**src/rtl/noaa_result_monitor.sv**
```systemverilog
// noaa_result_monitor
//   Buffers results from the averaging stage in a small FIFO, tagging each
//   entry with the mode (average / std-dev) that produced it.  It also keeps
//   running min/max of average results, hysteretic high/low temperature
//   alarms, and a volatility flag driven by std-dev results.
//
// Ports
//   CLK          sole clock, all state on rising edge
//   RESET_N      synchronous active-low reset
//   DONE         result-valid pulse from averaging stage
//   AVG_SD       result value, valid when DONE=1
//   MODE         mode fed to averaging stage (0=average, 1=std-dev)
//   HI_THRESH    high-temperature alarm threshold
//   LO_THRESH    low-temperature alarm threshold
//   CLEAR_STATS  clears MIN_AVG/MAX_AVG/OVERFLOW
//   RD_EN        FIFO pop request
//   RD_DATA      {mode tag, value} of the last popped entry
//   RD_VALID     one-cycle pulse when RD_DATA was just loaded
//   EMPTY/FULL   FIFO status
//   COUNT        FIFO occupancy, 0..DEPTH
//   OVERFLOW     sticky: a result was dropped while full
//   MIN_AVG      minimum average result since clear
//   MAX_AVG      maximum average result since clear
//   HI_ALARM     high-temperature alarm
//   LO_ALARM     low-temperature alarm
//   VOLATILE     last std-dev result exceeded SD_LIMIT
module noaa_result_monitor #(
    parameter int unsigned DEPTH    = 8,
    parameter logic [11:0] HYST     = 12'd16,
    parameter logic [11:0] SD_LIMIT = 12'd64
) (
    input  logic                     CLK,
    input  logic                     RESET_N,
    input  logic                     DONE,
    input  logic [11:0]              AVG_SD,
    input  logic                     MODE,
    input  logic [11:0]              HI_THRESH,
    input  logic [11:0]              LO_THRESH,
    input  logic                     CLEAR_STATS,
    input  logic                     RD_EN,
    output logic [12:0]              RD_DATA,
    output logic                     RD_VALID,
    output logic                     EMPTY,
    output logic                     FULL,
    output logic [$clog2(DEPTH):0]   COUNT,
    output logic                     OVERFLOW,
    output logic [11:0]              MIN_AVG,
    output logic [11:0]              MAX_AVG,
    output logic                     HI_ALARM,
    output logic                     LO_ALARM,
    output logic                     VOLATILE
);

    localparam int unsigned AW = $clog2(DEPTH);

    logic [1:0]    tag_pipe;
    logic          tag;
    logic [12:0]   mem [DEPTH];
    logic [AW-1:0] wr_ptr;
    logic [AW-1:0] rd_ptr;
    logic [AW:0]   count_next;
    logic          pop_ok;
    logic          wr_ok;
    logic          drop;
    logic          avg_done;
    logic [11:0]   hi_clr_level;
    logic [12:0]   lo_sum;
    logic [11:0]   lo_clr_level;

    // Tag lines up with the averaging stage's two-cycle latency.
    assign tag = tag_pipe[1];

    assign EMPTY    = (COUNT == '0);
    assign FULL     = (COUNT == (AW+1)'(DEPTH));
    assign pop_ok   = RD_EN && !EMPTY;
    // A same-cycle pop frees the slot, so a write into a full FIFO is accepted.
    assign wr_ok    = DONE && (!FULL || pop_ok);
    assign drop     = DONE && FULL && !pop_ok;
    assign avg_done = DONE && !tag;

    // Alarm release levels, saturating at the ends of the 12-bit range.
    assign hi_clr_level = (HI_THRESH > HYST) ? (HI_THRESH - HYST) : '0;
    assign lo_sum       = {1'b0, LO_THRESH} + {1'b0, HYST};
    assign lo_clr_level = lo_sum[12] ? 12'hFFF : lo_sum[11:0];

    always_comb begin
        count_next = COUNT;
        if (wr_ok && !pop_ok)
            count_next = COUNT + 1'b1;
        else if (!wr_ok && pop_ok)
            count_next = COUNT - 1'b1;
    end

    // Storage array needs no reset; pointers and COUNT define validity.
    always_ff @(posedge CLK) begin
        if (RESET_N && wr_ok)
            mem[wr_ptr] <= {tag, AVG_SD};
    end

    always_ff @(posedge CLK) begin
        if (!RESET_N) begin
            tag_pipe <= '0;
            wr_ptr   <= '0;
            rd_ptr   <= '0;
            COUNT    <= '0;
            RD_DATA  <= '0;
            RD_VALID <= 1'b0;
        end else begin
            tag_pipe <= {tag_pipe[0], MODE};
            COUNT    <= count_next;
            RD_VALID <= pop_ok;
            if (wr_ok)
                wr_ptr <= wr_ptr + 1'b1;
            if (pop_ok) begin
                rd_ptr  <= rd_ptr + 1'b1;
                RD_DATA <= mem[rd_ptr];
            end
        end
    end

    always_ff @(posedge CLK) begin
        if (!RESET_N) begin
            OVERFLOW <= 1'b0;
            MIN_AVG  <= 12'hFFF;
            MAX_AVG  <= '0;
            HI_ALARM <= 1'b0;
            LO_ALARM <= 1'b0;
            VOLATILE <= 1'b0;
        end else begin
            // A drop in the same cycle as a clear leaves OVERFLOW set.
            if (drop)
                OVERFLOW <= 1'b1;
            else if (CLEAR_STATS)
                OVERFLOW <= 1'b0;

            if (CLEAR_STATS) begin
                MIN_AVG <= avg_done ? AVG_SD : 12'hFFF;
                MAX_AVG <= avg_done ? AVG_SD : '0;
            end else if (avg_done) begin
                if (AVG_SD < MIN_AVG)
                    MIN_AVG <= AVG_SD;
                if (AVG_SD > MAX_AVG)
                    MAX_AVG <= AVG_SD;
            end

            if (avg_done) begin
                if (AVG_SD > HI_THRESH)
                    HI_ALARM <= 1'b1;
                else if (AVG_SD <= hi_clr_level)
                    HI_ALARM <= 1'b0;

                if (AVG_SD < LO_THRESH)
                    LO_ALARM <= 1'b1;
                else if (AVG_SD >= lo_clr_level)
                    LO_ALARM <= 1'b0;
            end

            if (DONE && tag)
                VOLATILE <= (AVG_SD > SD_LIMIT);
        end
    end

endmodule
```
**config.mk**
```make
export PLATFORM = sky130hd
export DESIGN_NAME = noaa_result_monitor
export DESIGN_NICKNAME = d
export VERILOG_FILES = /design/src/rtl/noaa_result_monitor.sv
export SDC_FILE = /design/constraint.sdc
export NUM_CORES = 1
export LEC_CHECK = 0
export CAP_MARGIN = 25
export CORE_UTILIZATION = 57
export DETAILED_ROUTE_END_ITERATION = 10
export GPL_TIMING_DRIVEN = 0
export PLACE_DENSITY = 0.82
export SLEW_MARGIN = 10
export SYNTH_ARGS = -nofsm -noshare
export SYNTH_HDL_FRONTEND = slang
export SYNTH_SLANG_ARGS = --single-unit
```
**constraint.sdc**
```tcl
create_clock -name CLK -period 4.75 [get_ports CLK]
set_input_delay 0.7125 -clock CLK [delete_from_list [all_inputs] [get_ports CLK]]
set_output_delay 0.7125 -clock CLK [all_outputs]
set_load 0.1 [all_outputs]
```
# [Word level (Yosys, flattened, before mapping)]
# Memories as Yosys holds them, arrays and structs flattened. A register that Yosys moved wholly into a read port is not among the register bits.
# Cells that the tools add are included.
# Widths: inputs -> output; s select.
[word_totals] register_bits=41 latch_bits=0 ram_bits=104 rom_bits=0 out_inout_bits=48 word_cells=75 memories=1
[classes] add_sub_neg=6 mul=0 n_div=0 magnitude_cmp=8 eq_ne=1 n_shift=0 mux=20 n_bitwise=0 reduce_logical=28
[mem_list] name="mem" words=8 word_bits=13 rd=1 rd_ports_with_merged_regs=1 wr=1 line="58" text="logic [12:0] mem [DEPTH];"
[ops] op="$mux 12" n=10
[ops] op="$gt 12x12->1" n=2
[ops] op="$lt 12x12->1" n=2
[ops] op="$reduce_bool 2->1" n=7
[ops] op="$add 12x5->13 const B" n=1
[ops] op="$ge 12x12->1" n=1
[ops] op="$gt 12x5->1 const B" n=1
[ops] op="$gt 12x7->1 const B" n=1
[ops] op="$le 12x12->1" n=1
[ops] op="$sub 12x5->12 const B" n=1
[ops] op="$logic_and 1x1->1" n=9
[ops] op="$mux 1" n=8
[ops] op="$mux 4" n=2
[ops] op="$reduce_and 2->1" n=4
[ops] op="$add 3x1->3 const B" n=2
[ops] op="$logic_not 1->1" n=6
[ops] op="$add 4x1->4 const B" n=1
[ops] op="$eq 4x4->1 const B" n=1
[ops] op="$logic_not 4->1" n=1
[ops] op="$sub 4x1->4 const B" n=1
[ops] op="$logic_or 1x1->1" n=1

# [Longest topological paths before layout]
[logic_depth] word_depth=9 mapped_depth=12 depth_no_buf=11

# [Worst setup path after synthesis]
# Ideal clock, no wire load.
[synth_path] path_kind="reg-to-reg" start="reg COUNT[0]" end="reg COUNT[3]" arrival_ns=5.775 t_required_ns=4.680 path_slack_ns=-1.095 stages_incl_launch_ff=13 n_path_buf=1 synth_period_minus_slack_ns=5.845 path_cell_list="dfxtp_1 -> nor4_1 -> nor2b_1 -> clkbuf_1 -> inv_1 -> ha_1 -> inv_1 -> ha_1 -> a21o_1 -> a21oi_1 -> xnor2_1 -> or3_1 -> a21oi_1"
[synth_via] elab_chain_len=8
[synth_lines] element="start, declared" line="45" text="output logic [$clog2(DEPTH):0] COUNT,"
[synth_lines] element="start signal, assigned" line="110" text="COUNT <= count_next;"
[synth_lines] element="$logic_not 4->1 *" line="73" text="assign EMPTY = (COUNT == '0);"
[synth_lines] element="named net EMPTY" line="43" text="output logic EMPTY,"
[synth_lines] element="$logic_not 1->1 *" line="75" text="assign pop_ok = RD_EN && !EMPTY;"
[synth_lines] element="$logic_and 1x1->1 *" line="75"
[synth_lines] element="$logic_or 1x1->1" line="77" text="assign wr_ok = DONE && (!FULL || pop_ok);"
[synth_lines] element="$logic_and 1x1->1" line="77"
[synth_lines] element="$logic_not 1->1" line="90" text="else if (!wr_ok && pop_ok)"
[synth_lines] element="$logic_and 1x1->1" line="90"
[synth_lines] element="$reduce_bool 2->1 (no line)"
# Mark *: on every way through the listed nets, which the timed path passes. The rest lies on a longest branch. The select of a mux whose other input is x is not followed.
# A chain may end at the register's enable or synchronous reset.

# [Worst setup path after layout]
[layout_path] start="in LO_THRESH[4]" end="reg LO_ALARM"
[layout_via] elab_chain_len=5
[layout_lines] element="start, declared" line="38" text="input logic [11:0] LO_THRESH,"
[layout_lines] element="$add 12x5->13" line="83" text="assign lo_sum = {1'b0, LO_THRESH} + {1'b0, HYST};"
[layout_lines] element="$mux 12" line="84" text="assign lo_clr_level = lo_sum[12] ? 12'hFFF : lo_sum[11:0];"
[layout_lines] element="$ge 12x12->1" line="154" text="else if (AVG_SD >= lo_clr_level)"
[layout_lines] element="$reduce_bool 2->1 (no line)"
[layout_lines] element="$reduce_and 2->1 (no line)"
[layout_lines] element="end signal, assigned" line="127" text="LO_ALARM <= 1'b0;"
[layout_lines] element="end signal, assigned" line="153" text="LO_ALARM <= 1'b1;"
[layout_lines] element="end signal, assigned" line="155" text="LO_ALARM <= 1'b0;"
[layout_lines] element="end, declared" line="50" text="output logic LO_ALARM,"
# Several ways; a longest one is shown, not always the timed one.

==> flow_summary_export.csv <==
group,metric,value,unit
setup_path,critPathMaxFanout,10,
logic_synthesis,ys_warn_count,0,
grt,grt_pass1_wl,31.4,mm
logic_synthesis,syn_area,8130,um^2
clock_tree,clock_path_buffers,2,
clock_tree,cts-buffers-inserted,17,
setup_path,max_stage_delay,570,ps
grt,grt_use_met3,6.16,%
placed_design,io_buffer_count,89,
grt,grt_overflow,0,
logic_synthesis,ys_types,58,
logic_synthesis,synth.most_common_cell,"edfxtp_1",
logic_synthesis,async_flop_share,0,%
power_and_ir_drop,power_density,460,nW/um^2
sta,holdWs,443,ps
setup_path,endpoint_kind,"flip-flop",
sta,skew,9.00,ps
setup_path,ff2ff_setup_slack,1780,ps
detailed_routing,route.detailed.drc,0,
setup_path,path_cells,"clkdlybuf4s50_1 > ha_1 > nand3_1 > nor3_2 > nor3b_1 > ha_1 > a21oi_1 > o21ai_0 > a2111oi_0 > a211oi_1 > o22ai_1",
detailed_routing,vias_per_cell,6.25,
grt,grt_usage,28.8,%
floorplan,io_pins,90,
logic_synthesis,avgSynthCellArea,12.3,um^2
logic_synthesis,syn_nets,781,
logic_synthesis,synth-compound-area-share,12.0,%
logic_synthesis,synth_area_leader_cell,"edfxtp_1",
power_and_ir_drop,intPower,2.87,mW
sta,setup_violations,0,
grt,use_met2,51.3,%
setup_path,worst_setup_path_start_kind,"primary input",
setup_path,critPathKind,"primary input to flip-flop",
floorplan,start_util,58.6,%
placed_design,routabilityCongestion,0.905,
floorplan,fp.dieW,121,um
grt,busiest_layer,"met2",
final_layout,drive_gt1_share,11.2,%
clock_tree,cts_root_buf,"clkbuf_16",
setup_path,crit_buf_inv,1,
sta,hold_viol,0,
grt,grt_max_degree,18,
setup_path,cp.arrival,3710,ps
power_and_ir_drop,p_sw,1.68,mW
final_layout,finalNonFillerCells,968,
setup_path,slowest_stage,"nor3_2",
power_and_ir_drop,leakagePower,3.76,nW
logic_synthesis,synthSimpleGateAreaFrac,9.17,%
grt,antenna_found_initial,0,
power_and_ir_drop,ir_worst_vdd,0.267,mV
clock_tree,path_clk_slew,60,ps
detailed_routing,wl_per_cell,20.7,um
placed_design,hpwlAfterDp,14.3,mm
placed_design,dp.cells,936,
sta,fmax,0.297,GHz
power_and_ir_drop,clkPwrFrac,28.1,%
logic_synthesis,synthTopCellsByArea,"edfxtp_1 (38%), dfxtp_1 (13%), ha_1 (12%)",
detailed_routing,routed-via-count,6051,
clock_tree,cts_resized,0,
floorplan,fp.dieH,121,um
sta,maxSlewViolCount,0,
floorplan,rows,43,
clock_tree,cts_hold_buf,0,
setup_path,required,5100,ps
sta,worstMarginPinSlew,1010,ps
grt,met1_usage,32.3,%
clock_tree,postCtsSetupRepairBufs,0,
sta,relSlewSlack,32.2,%
setup_path,crit_top_cell,"ha_1",
clock_tree,cts.sinks,158,
run_status,status,"finished, final reports clean",
power_and_ir_drop,p_comb_share,35.8,%
placed_design,pre_cts_slack,963,ps
logic_synthesis,synth_mux_area_share,9.30,%
detailed_routing,drt_first_pass_iters,5,
final_layout,insertedDiodeCount,0,
logic_synthesis,synth_flop_cell,"edfxtp_1",
sta,setup_ws,1390,ps
logic_synthesis,synth_top_family_by_area,"adder cells",
logic_synthesis,synthAdderAreaFrac,12.3,%
logic_synthesis,ys_ff_latch,158,
sta,rsz0062_at_grt,"false",
sta,fin_crit,3360,ps
setup_path,crit_family,"compound AO/OA/AOI/OAI gates",
logic_synthesis,synth_edf_count,104,
logic_synthesis,synthXorXnorAreaFrac,1.40,%
final_layout,area_delta_synth_final,21.8,%
final_layout,nNetsFinal,896,
power_and_ir_drop,p_seq_share,36.1,%
clock_tree,cts_max_level,4,
detailed_routing,antenna_left,0,
power_and_ir_drop,sw_frac_of_total,37.0,%
logic_synthesis,netlist.area_leader.share,38.4,%
run,max_cap_viol_count,0,
sta,tns,0,ps
logic_synthesis,ys_seq_area_share,51.7,%
floorplan,dieArea,14700,um^2
floorplan,core,13900,um^2
grt,first_global_vias,6240,
clock_tree,insertion_delay,420,ps
sta,period_share,70.8,%
worst_hold_path,hold_class,"flip-flop to flip-flop",
clock_tree,cts_tree,"yes",
logic_synthesis,syn_inst,660,
detailed_routing,wl,20.0,mm
detailed_routing,drt-initial-drc-count,471,
logic_synthesis,synth_common_cells,"edfxtp_1 (104), ha_1 (78), inv_1 (57)",
final_layout,fillerInstances,961,
power_and_ir_drop,power,4.55,mW
## state kept, by name (all words and copies together), names as in the netlist, 2 cells and up
name	flops
COUNT	4
MAX_AVG	12
MIN_AVG	12
RD_DATA	13
mem	104
rd_ptr	3
tag_pipe	2
wr_ptr	3
## logic make-up (layout without fill, tap and decap cells)
family | count (synthesis) | after routing
buffers and inverters | 81 | 209
multiplexers | 43 | 43
AO/OA/AOI/OAI | 133 | 133
AND/OR/NAND/NOR | 153 | 153
XOR/XNOR | 13 | 13
adder cells (fa/ha/maj) | 79 | 79
flip-flops | 158 | 158
## cells in the final DEF, fill, tap and decap left out, types with 3 or more instances in the layout
cell / instances
a211oi_1: 22
a21o_1: 7
a21oi_1: 32
a32o_1: 11
a41oi_1: 7
and2_1: 3
and4_1: 3
buf_2: 6
buf_4: 5
buf_6: 8
clkbuf_1: 12
clkbuf_16: 19
clkdlybuf4s50_1: 89
clkinv_2: 6
dfxtp_1: 54
edfxtp_1: 104
ha_1: 78
inv_1: 57
inv_4: 4
mux2i_1: 17
mux4_2: 26
nand2_1: 30
nand2b_1: 5
nand3_1: 9
nand4_1: 12
nor2_1: 47
nor2b_1: 5
nor3_1: 17
nor3_2: 3
nor4_1: 7
o211ai_1: 7
o21a_1: 6
o21ai_0: 16
o31ai_1: 5
xnor2_1: 8
xor2_1: 5
## final cells by class
cell class | instances | area, um^2 | area share [%]
Buffer | 23 | 120 | 1.21
Inverter | 58 | 218 | 2.20
Sequential cell | 158 | 4200 | 42.5
Clock buffer | 22 | 507 | 5.12
Timing Repair Buffer | 96 | 970 | 9.79
Multi-Input combinational cell | 421 | 3600 | 36.4
Tap cell | 180 | 225 | 2.27
Clock inverter | 10 | 55.1 | 0.556
## layer usage
metal / share of wire, % / wire, um
met1: 37 / 7360
met2: 52 / 10500
met3: 7.1 / 1430
met4: 3.7 / 745
met5: 0 / 0
## per-stage QoR
step / utilization, % / instance area [um^2]
6_report: 71.3 / 9900
5_1_grt: 71.3 / 9900
4_1_cts: 71.3 / 9900
3_5_place_dp: 67.3 / 9340
3_3_place_gp: 66.6 / 9250
2_1_floorplan: - / 8130
## final timing paths
check,endpoint,cells past startpoint,start
worst max-delay path,LO_ALARM$_SDFFE_PN0P_,11,LO_THRESH[4]
worst min-delay path,tag_pipe[1]$_SDFF_PN0_,1,tag_pipe[0]$_SDFF_PN0_
worst max register to register,COUNT[3]$_SDFFE_PN0P_,12,COUNT[0]$_SDFFE_PN0P_
worst min register to register,tag_pipe[1]$_SDFF_PN0_,1,tag_pipe[0]$_SDFF_PN0_
## power by group through the flow
stage | combinational [mW] | sequential (mW) | clock (mW)
detailed placement | 1.63 | 1.67 | 0
CTS | 1.64 | 1.64 | 1.29
global placement | 1.58 | 1.66 | 0
global route | 1.73 | 1.65 | 1.34
floorplan | 0.713 | 2.16 | 0
finish | 1.63 | 1.64 | 1.28
No activity file was read; power rests on OpenSTA's default activity.
==> RTL change 1: new RTL, same settings <==
Set the parameter `DEPTH` to 4 (it was 8).
--- a/src/rtl/noaa_result_monitor.sv
+++ b/src/rtl/noaa_result_monitor.sv
@@ -27,3 +27,3 @@
 module noaa_result_monitor #(
-    parameter int unsigned DEPTH    = 8,
+    parameter int unsigned DEPTH    = 4,
     parameter logic [11:0] HYST     = 12'd16,
Interface: changed (resized COUNT); port bits go from 90 to 89. The function was not compared with the original's and may differ.
==> RTL change 1 against the original RTL <==
- first-iteration DRC count down 27%
- setup slack better by 160 ps
- register-to-register slack better by 350 ps
- routed wire length down 28%
- design area down 27%
- area after synthesis down 26%
- total power down 38%
- combinational power down 25%
- sequential cell count down 55
- clock power down 58%
- global-route usage down 1.4 points
- die area down 26%
- final cell count down 16%
- critical endpoint unchanged
- largest power group is now combinational cells
==> RTL change 1: results (changes against the original RTL) <==
* Regs by FF count: mem (52), RD_DATA (13) (was mem (104), RD_DATA (13))
* CTS H-tree depth at 3 (was 4)
* 1st-iter DRT viols at 346 (was 471)
* HPWL after DPL at 10.5 mm (was 14.3 mm)
* First-pass GRT wire length at 23.6 mm (was 31.4 mm)
* Clock transition at path regs at 100 ps (was 60 ps)
* Place WS at 1210 ps (was 963 ps)
* Post-synthesis mux area share at 0.0554 (was 0.0930)
* Leakage power at 2.90 nW (was 3.76 nW)
* Cell family contributing the most delay on the critical path: simple AND/OR/NAND/NOR gates (was compound AO/OA/AOI/OAI gates)
* Port Buffers at 87 (was 89)
* Worst vdd ir at 0.460 mV (was 0.267 mV)
* Number of global-route vias before repair at 4969 (was 6240)
* Post-synthesis compound-gate area fraction at 0.147 (was 0.120)
* Largest net degree at the start of global routing at 17 (was 18)
* Post-synth EDFFs at 52 (was 104)
* Unique cell type count in the Yosys netlist at 59 (was 58)
* Root Buffer: clkbuf_8 (was clkbuf_16)
* Ranking of synthesized cells by area: edfxtp_1 26%, dfxtp_1 17%, ha_1 16% (was edfxtp_1 38%, dfxtp_1 13%, ha_1 12%)
* Slowest cell on the critical path: clkdlybuf4s50_1 (was nor3_2)
* Clock Skews at 8.05 ps (was 9.00 ps)
* XOR/XNOR Fraction of Synth Area at 0.0190 (was 0.0140)
* Clock buffer count from CTS at 9 (was 17)
* Status: completed (unchanged)
* Layout cell share with drive strength beyond 1 at 0.0727 (was 0.112)
* Measured slew at the worst slew-check pin at 1030 ps (was 1010 ps)
* Post-Place Cell Area at 7060 sq um (was 9340 sq um)
-- RTL change 1: cell count changes in the layout (fill, tap and decap cells not counted), moves of 7 or more --
cell / change
mux4_2: -13
edfxtp_1: -52
clkbuf_8: +7
nand2_1: +20
a21oi_1: +10
o21ai_1: +8
clkbuf_16: -19
mux2i_1: -13
nor2_1: -22
a211oi_1: -10
-- RTL change 1: metal layers --
| layer | vias up | share of wire | GRT usage |
|---|---|---|---|
| met5 | - | 0 | 0 |
| met4 | 0 | 0.028 | 0.129 |
| met3 | 36 | 0.072 | 0.0412 |
| met2 | 208 | 0.50 | 0.482 |
| met1 | 2290 | 0.40 | 0.329 |
| li1 | 2302 | - | - |
-- RTL change 1: power groups by stage --
stage / clock network (mW) / logic, mW / registers (mW)
final: 0.534 / 1.22 / 1.08
after global routing: 0.576 / 1.30 / 1.09
after CTS: 0.540 / 1.22 / 1.08
after detailed placement: 0 / 1.22 / 1.10
after global placement: 0 / 1.18 / 1.09
after floorplan: 0 / 0.525 / 1.48
-- RTL change 1: cell families (layout without fill, tap and decap cells) --
| family | Yosys count | in the layout |
|---|---|---|
| and+or+nand+nor | 158 | 158 |
| AOI/OAI and AO/OA | 126 | 126 |
| DFF | 103 | 103 |
| adders and majority gates | 79 | 79 |
| buffers and inverters | 76 | 178 |
| muxes | 17 | 17 |
| xor gates and xnor gates | 13 | 13 |
-- RTL change 1: cell type report --
class | count | area, sq um | share of cell area
clock inverters | 6 | 62.6 | 0.00864
well taps | 136 | 170 | 0.0235
repair buffers | 87 | 871 | 0.120
plain buffers | 20 | 109 | 0.0150
clock buffers | 9 | 124 | 0.0171
multi-input cells | 393 | 3120 | 0.430
inverters | 56 | 210 | 0.0290
flip-flops and latches | 103 | 2580 | 0.356
-- RTL change 1: worst min-delay path, delay by kind of cell (launching register included) --
kind            cells  cell delay, ps
simple gates        1              50
compound gates      1              50
flops               1             320
-- RTL change 1: through the flow --
step	hold WS (ps)	utilization	instances
floorplan	412	-	572
global placement	441	0.687	795
detailed placement	448	0.687	795
CTS	461	0.705	810
global route	481	0.705	810
finish	456	0.705	810
-- RTL change 1: path summary, 6_finish.rpt --
kind	startpoint	cells past startpoint	end
hold reg to reg	RD_DATA[4]	2	RD_DATA[4]
hold / removal	RD_DATA[4]	2	RD_DATA[4]
setup reg to reg	COUNT[0]	11	COUNT[2]
setup / recovery	LO_THRESH[6]	13	LO_ALARM
==> RTL change 2: new RTL, same settings <==
Without the edit above. Reset style: asynchronous (`RESET_N`), changed in 2 clocked blocks. Comments in the files are not updated.
--- a/src/rtl/noaa_result_monitor.sv
+++ b/src/rtl/noaa_result_monitor.sv
@@ -99,3 +99,3 @@
 
-    always_ff @(posedge CLK) begin
+    always_ff @(posedge CLK or negedge RESET_N) begin
         if (!RESET_N) begin
@@ -120,3 +120,3 @@
 
-    always_ff @(posedge CLK) begin
+    always_ff @(posedge CLK or negedge RESET_N) begin
         if (!RESET_N) begin
Behaviour: differs if RESET_N is asserted again (counterexample within 4 cycles, from zero or initial values and one cycle with RESET_N low); with RESET_N held inactive, the same outputs for 4 cycles.
==> RTL change 2 against the original RTL <==
- routed wire length down 1.5%
- register-to-register slack improved by 70 ps
- area after synthesis grew 1.3%
- setup slack worse by 6.3 ps
- design area increased by 1.4%
- hold slack got worse by 80 ps
- sequential power up 10%
- total power rose by 20%
- sequential cell count did not move
==> RTL change 2: results (changes against the original RTL) <==
* Final nets at 874 (was 896)
* Post-synth EDFFs at 104 (unchanged)
* Unique cell type count in the Yosys netlist at 61 (was 58)
* Largest net degree at the start of global routing at 59 (was 18)
* Worst vdd ir at 0.290 mV (was 0.267 mV)
* Reg2reg path depth at 11 (was 12)
* Mapped Nets at 761 (was 781)
* CTS H-tree depth at 4 (unchanged)
* R2R Setup Slk at 1850 ps (was 1780 ps)
* ANT cells at 0 (unchanged)
* Port Buffers at 88 (was 89)
* Post-synth top cells: 104 x edfxtp_1, 78 x ha_1, 51 x nand2_1 (was 104 x edfxtp_1, 78 x ha_1, 57 x inv_1)
* Clock Skews at 6.54 ps (was 9.00 ps)
* Place WS at 950 ps (was 963 ps)
* Slowest cell on the critical path: clkdlybuf4s50_1 (was nor3_2)
* 1st-iter DRT viols at 459 (was 471)
* Number of global-route vias before repair at 6071 (was 6240)
* HPWL after DPL at 13.7 mm (was 14.3 mm)
* Ranking of synthesized cells by area: edfxtp_1 38%, dfrtp_1 13%, ha_1 12% (was edfxtp_1 38%, dfxtp_1 13%, ha_1 12%)
* Average wire per standard cell at 20.9 um (was 20.7 um)
* Hold crit path type: input port to asynchronous set/reset pin (was flip-flop to flip-flop)
* CTS Buffer Depth at 2 (unchanged)
* Gr usage total at 0.288 (about the same)
* Sequential-to-total area share from yosys stat at 0.545 (was 0.517)
* Status: completed (unchanged)
* Vias per std cell at 6.05 (was 6.25)
* Leakage power at 4.07 nW (was 3.76 nW)
* # fillers at 961 (unchanged)
* Reg2Reg Launch Point: COUNT[0] (unchanged)
* RR Endpoint: COUNT[3] (unchanged)
* DRC viols at 0 (unchanged)
* Slew margin rel. at 0.309 (was 0.322)
* First-pass GRT wire length at 31.3 mm (was 31.4 mm)
* Synth async-reset ratio at 0.342 (was 0)
* Layout cell share with drive strength beyond 1 at 0.141 (was 0.112)
* Placer congestion estimate at 0.895 (was 0.905)
[RTL change 2: cell types whose count changed after synthesis, sizes merged, moves of 7 or more]
cell and delta:
dfrtp +42, a221o +11, a32o -11, nand2 +21
dfstp +12, mux2i +8, o21ai +12, dfxtp -54
nor4 -7, a211oi -18
[RTL change 2: worst reg2reg max path: cells and delay by family (launching register included)]
| kind | cells | cell delay, ps |
|---|---|---|
| flops | 1 | 480 |
| compound gates | 2 | 320 |
| xor+xnor | 2 | 280 |
| buf+inv | 2 | 500 |
| simple gates | 3 | 630 |
| fa+ha+maj | 2 | 570 |
[RTL change 2: cell families after synthesis]
kind of cell,share of synthesized area
XOR/XNOR,0.0160
adder cells (fa/ha/maj),0.121
AND/OR/NAND/NOR,0.0965
AO/OA/AOI/OAI,0.0793
multiplexers,0.104
buffers and inverters,0.0377
flip-flops,0.545
[RTL change 2: stage by stage]
| step | hold WS (ps) | util | TNS (ps) | cells | area (sq um) |
|---|---|---|---|---|---|
| global route | 383 | 0.718 | 0 | 946 | 10000 |
| global placement | 339 | 0.668 | -43320 | 908 | 9350 |
| CTS | 372 | 0.718 | 0 | 946 | 10000 |
| finish | 363 | 0.718 | 0 | 946 | 10000 |
| detailed placement | 358 | 0.675 | 0 | 914 | 9440 |
| floorplan | 331 | - | 0 | 640 | 8240 |
[RTL change 2: final cells by class]
class | count | share of cell area
flip-flops and latches | 158 | 0.447
multi-input cells | 410 | 0.345
repair buffers | 94 | 0.0942
clock buffers | 29 | 0.0563
well taps | 180 | 0.0224
inverters | 51 | 0.0191
plain buffers | 21 | 0.0118
clock inverters | 3 | 0.00411
[RTL change 2: worst max path at each step]
| stage | from | endpoint | slack, ps | depth (start not counted) |
|---|---|---|---|---|
| final | HI_THRESH[4] | HI_ALARM | 1380 | 14 |
| after global routing | HI_THRESH[4] | HI_ALARM | 1150 | 14 |
| after CTS | HI_THRESH[4] | HI_ALARM | 1380 | 14 |
| after detailed placement | HI_THRESH[4] | HI_ALARM | 950 | 14 |
| after global placement | RESET_N | mem[5][9] | -720 | 3 |
| after floorplan | COUNT[1] | COUNT[3] | 150 | 11 |
[RTL change 2: power breakdown]
| group | switching, mW | internal, mW | total [mW] |
|---|---|---|---|
| combinational | 1.53 | 0.736 | 2.27 |
| sequential | 0.136 | 1.68 | 1.81 |
| clock | 0.519 | 0.863 | 1.38 |
[RTL change 2: layer usage]
metal,GRT usage,vias up,part of all wire
met1,0.343,2874,0.39
met4,0.117,0,0.022
met5,0,-,0
li1,-,2620,-
met2,0.508,191,0.53
met3,0.0609,37,0.055
